==> src/rtl/mux_rr_arbiter.sv <==
// Round-robin ownership controller for a shared 4:1 N-bit mux: grants one of
// four requesters, caps each grant at MAX_HOLD words and registers the word onto Y.
module mux_rr_arbiter #(
  parameter int N        = 4,
  parameter int MAX_HOLD = 4
) (
  input  logic         CLK,
  input  logic         RST_N,
  input  logic [3:0]   REQ,
  input  logic [N-1:0] A,
  input  logic [N-1:0] B,
  input  logic [N-1:0] C,
  input  logic [N-1:0] D,
  output logic [3:0]   GNT,
  output logic [1:0]   S,
  output logic [N-1:0] Y,
  output logic         VALID,
  output logic         BUSY
);

  typedef enum logic {IDLE = 1'b0, GRANT = 1'b1} state_e;

  localparam logic [7:0] HOLD_LAST = 8'(MAX_HOLD - 1);

  state_e       state;
  logic [1:0]   last_owner;
  logic [7:0]   hold_cnt;
  logic [1:0]   arb_base;
  logic         win_valid;
  logic [1:0]   win_idx;
  logic [N-1:0] sel_data;

  // The scan starts just after the last owner; in IDLE that is the pointer,
  // which differs from S only right after reset (pointer = D, S = A).
  assign arb_base = (state == IDLE) ? last_owner : S;

  // NOTE: every signal driven in always_comb gets a default first, otherwise
  // a path that skips the assignment infers a latch.
  always_comb begin
    win_valid = 1'b0;
    win_idx   = arb_base;
    // Walk the ring backwards so the candidate closest to arb_base+1 wins.
    for (int k = 4; k >= 1; k--) begin
      if (REQ[arb_base + 2'(k)]) begin
        win_valid = 1'b1;
        win_idx   = arb_base + 2'(k);
      end
    end
  end

  always_comb begin
    sel_data = A;
    unique case (S)
      2'd0: sel_data = A;
      2'd1: sel_data = B;
      2'd2: sel_data = C;
      2'd3: sel_data = D;
    endcase
  end

  assign BUSY = |GNT;

  // NOTE: sequential state uses non-blocking assignments so every register
  // samples pre-edge values regardless of statement order.
  always_ff @(posedge CLK or negedge RST_N) begin
    if (!RST_N) begin
      state      <= IDLE;
      GNT        <= 4'b0000;
      S          <= 2'd0;
      Y          <= '0;
      VALID      <= 1'b0;
      hold_cnt   <= 8'd0;
      last_owner <= 2'd3;
    end else begin
      unique case (state)
        IDLE: begin
          VALID <= 1'b0;
          if (win_valid) begin
            state      <= GRANT;
            GNT        <= 4'b0001 << win_idx;
            S          <= win_idx;
            last_owner <= win_idx;
            hold_cnt   <= 8'd0;
          end
        end
        GRANT: begin
          if (REQ[S]) begin
            Y     <= sel_data;
            VALID <= 1'b1;
            if (hold_cnt == HOLD_LAST) begin
              // Hold expiry: hand over on the same edge, so no bubble.
              GNT        <= 4'b0001 << win_idx;
              S          <= win_idx;
              last_owner <= win_idx;
              hold_cnt   <= 8'd0;
            end else begin
              hold_cnt <= hold_cnt + 8'd1;
            end
          end else begin
            VALID    <= 1'b0;
            hold_cnt <= 8'd0;
            if (win_valid) begin
              GNT        <= 4'b0001 << win_idx;
              S          <= win_idx;
              last_owner <= win_idx;
            end else begin
              state <= IDLE;
              GNT   <= 4'b0000;
            end
          end
        end
        default: state <= IDLE;
      endcase
    end
  end

endmodule

==> config.mk <==
export PLATFORM = sky130hd
export DESIGN_NAME = mux_rr_arbiter
export DESIGN_NICKNAME = d
export VERILOG_FILES = /design/src/rtl/mux_rr_arbiter.sv
export SDC_FILE = /design/constraint.sdc
export NUM_CORES = 1
export LEC_CHECK = 0
export CORE_MARGIN = 2
export CORE_UTILIZATION = 38
export CTS_CLUSTER_DIAMETER = 40
export DETAILED_ROUTE_END_ITERATION = 10
export PLACE_DENSITY_LB_ADDON = 0.12
export RECOVER_POWER = 25
export SYNTH_ARGS = -nofsm -noshare
export SYNTH_HDL_FRONTEND = slang
export SYNTH_SLANG_ARGS = --single-unit
==> constraint.sdc <==
create_clock -name CLK -period 4.95 [get_ports CLK]
set_input_delay 0.495 -clock CLK [delete_from_list [all_inputs] [get_ports CLK]]
set_output_delay 0.495 -clock CLK [all_outputs]
set_load 0.02 [all_outputs]
==> results.json <==
{
  "run_status": "finished, final reports clean",
  "syn_area_sq_um": 1290,
  "setup.worst_path.start_class": "input pin",
  "post_cts.resized_instances": 0,
  "fp-row-count": 21,
  "globalRoute.totalOverflow": 0,
  "synthesis.instances": 113,
  "design.portCount": 34,
  "library_cells_used_by_synthesis": 40,
  "ff2ff_path_depth": 5,
  "worst_setup_path_type": "in2reg",
  "period_minus_slack_ps": 2300,
  "synth-edff-count": 0,
  "drv_cap": 0,
  "yosysTopAreaCellShare": 0.388,
  "post-layout-total-power_w": 0.000955,
  "maxClockFrequency_mhz": 435,
  "root_buffer": "sky130_fd_sc_hd__clkbuf_4",
  "synth.top_cells.by_area": "sky130_fd_sc_hd__dfrtp_1 39%, sky130_fd_sc_hd__mux4_2 7.0%, sky130_fd_sc_hd__mux2i_1 4.7%, sky130_fd_sc_hd__dfstp_2 4.1%, sky130_fd_sc_hd__mux2_1 3.5%",
  "place.gp.congestion": 0.853,
  "detail_route.wl_per_cell_um": 14.3,
  "synth_nets": 136,
  "hold_path_depth": 2,
  "drt_iter0_drc": 66,
  "post-cts-setup-buffers": 0,
  "ys.flop_type": "sky130_fd_sc_hd__dfrtp_1",
  "clkLatencyLatePin_ps": 320,
  "crit_path_max_incr_delay_ps": 620,
  "starting_density_of_the_core": 0.392,
  "asyncSetResetFlopFracSynth": 1.00,
  "timing_worst_slew_pin_value_ps": 970,
  "postSynthRegisterBits": 22,
  "cts_buffers": 3,
  "timing.final.setup_violations": 0,
  "ant_nets": 0,
  "worst_path_max_delay_cell": "sky130_fd_sc_hd__dlygate4sd3_1",
  "drt_total_wl_um": 2750,
  "final_hold_viol_count": 0,
  "synth_seq_area_share": 0.429,
  "total_leakage_power_nw": 0.695,
  "dpl.hpwl_um": 2160,
  "die_area_sq_um": 3870,
  "worstPathBufferInverterCount": 2,
  "path_clk_slew_ps": 120,
  "post_synth_most_frequent_cells": "20 x sky130_fd_sc_hd__dfrtp_1, 11 x sky130_fd_sc_hd__nand2_1, 6 x sky130_fd_sc_hd__inv_1, 6 x sky130_fd_sc_hd__mux2i_1",
  "hold_start": "last_owner[0]",
  "crit-reg2reg-launch": "S[1]",
  "drt_first_pass_iters": 4,
  "synth.avg_cell_area_sq_um": 11.4,
  "clock_skew_ps": 11.4,
  "drcViolationCount": 0,
  "timing.setup.tns_ps": 0,
  "layout_worst_path_cycle_share": 0.464,
  "unrepaired_setup_endpoints_after_global_routing": "false",
  "ctsLongestPathBuffers": 2,
  "regToRegEndpoint": "S[1]",
  "num_antenna_cells": 0,
  "count_of_pins_over_their_slew_limit": 0,
  "cp_data_arrival_time_ps": 2510,
  "grt_antenna_before_repair": 0,
  "fin_worst_hold_slack_ps": 479,
  "holdPathEnd": "last_owner[0]",
  "count_of_warnings_emitted_by_yosys": 0,
  "via_count_of_the_first_global_routing_pass": 1020,
  "global_route_usage_over_all_layers": 0.156,
  "grt_start_max_net_pins": 23,
  "cellPowerDensity_nw_per_um2": 562,
  "design.core.area_sq_um": 3280,
  "cts.htree.levels": 1,
  "cts.sinks": 22,
  "tritoncts": "done",
  "synthDominantAreaCellType": "sky130_fd_sc_hd__dfrtp_1",
  "r2r_setup_slack_ps": 2910,
  "die_width_um": 62.2,
  "grt_first_pass_wirelength_um": 4840,
  "max-slew-margin-rel": 0.351,
  "drive_gt1_frac": 0.130,
  "timing.hold.worst.class": "reg2reg",
  "synthMostInstantiatedCell": "sky130_fd_sc_hd__dfrtp_1",
  "kind_of_end_point_of_the_critical_path": "flop",
  "detailroute.via_count": 1030,
  "num-nets-final": 170,
  "post_cts_hold_buffer_count": 0,
  "io_buffers": 33,
  "vias_per_cell": 5.36,
  "required_ps": 5160,
  "die-height_um": 62.2,
  "crit_chain": "dlygate4sd3_1 > nor4_2 > inv_1 > nor2_1 > a21oi_1 > o32ai_1",
  "maximum_fanout_count_along_the_critical_path": 6,
  "layout-area-overhead-vs-synth_pct": 31.9,
  "ir_worst_vdd_mv": 0.258,
  "critPathTopFamily": "simple AND/OR/NAND/NOR gates"
}
==> cells in the final DEF, fill, tap and decap left out, drive strengths merged, types with 2 or more instances in the layout <==
cell,n
clkdlybuf4s50,31
dfrtp,20
nand2,11
mux2i,8
inv,7
o21ai,7
mux2,7
nand2b,4
nor2,4
mux4,4
a32o,4
nor3,3
o32ai,3
clkbuf,3
a21oi,2
and2,2
nor4b,2
nand3,2
and3,2
o31ai,2
dlygate4sd3,2
dfstp,2
o22a,2
==> tightest hold or removal path, cell delays in order, from the launching register on <==
cell and delay (ps):
sky130_fd_sc_hd__dfstp_2 390, sky130_fd_sc_hd__inv_1 40, sky130_fd_sc_hd__mux2i_1 60
==> cell families after synthesis <==
family,after synthesis,share of synthesized area
muxes,19,0.215
xor gates and xnor gates,2,0.0136
DFF,22,0.429
adders and majority gates,1,0.00971
and+or+nand+nor,33,0.136
buffers and inverters,11,0.0447
AOI/OAI and AO/OA,25,0.152
==> stage by stage <==
stage / setup slack (ps) / area, sq um / util / std cells
floorplan: 3100 / 1290 / - / 113
global placement: 2440 / 1650 / 0.502 / 188
detailed placement: 2370 / 1650 / 0.502 / 188
CTS: 2660 / 1700 / 0.518 / 192
global route: 2490 / 1700 / 0.518 / 192
finish: 2650 / 1700 / 0.518 / 192
==> flip-flops by register name (all words and copies together) (netlist names) <==
name	cells
GNT	4
state	1
last_owner	2
Y	4
hold_cnt	8
S	2
VALID	1
==> area by class of cell <==
cell class,instances,area (sq um)
clock inverters,1,30.0
fillers,300,1580
flip-flops and latches,22,553
clock buffers,3,22.5
repair buffers,33,330
multi-input cells,80,678
well taps,46,57.6
inverters,7,28.8
==> routing by layer <==
layer | routed length [um] | global-route usage | share of wire
met5 | 0 | 0 | 0
met4 | 27 | 0.0417 | 0.0098
met3 | 91 | 0.0326 | 0.033
met2 | 1410 | 0.264 | 0.51
met1 | 1220 | 0.204 | 0.44
==> where the power goes <==
part           internal [W]  switching (W)  leakage [nW]
Combinational      0.000269       0.000241         0.393
Clock             0.0000820      0.0000582        0.0279
Sequential         0.000246      0.0000598         0.274
==> worst max-delay path by stage <==
stage / start / to / cells after the start
finish: REQ[1] / GNT[1] / 6
global route: REQ[1] / GNT[1] / 6
CTS: GNT[1] / BUSY / 2
detailed placement: REQ[1] / GNT[1] / 6
global placement: REQ[3] / S[1] / 6
floorplan: S[1] / S[1] / 6
Note: power is estimated with default switching activity, not from simulation.
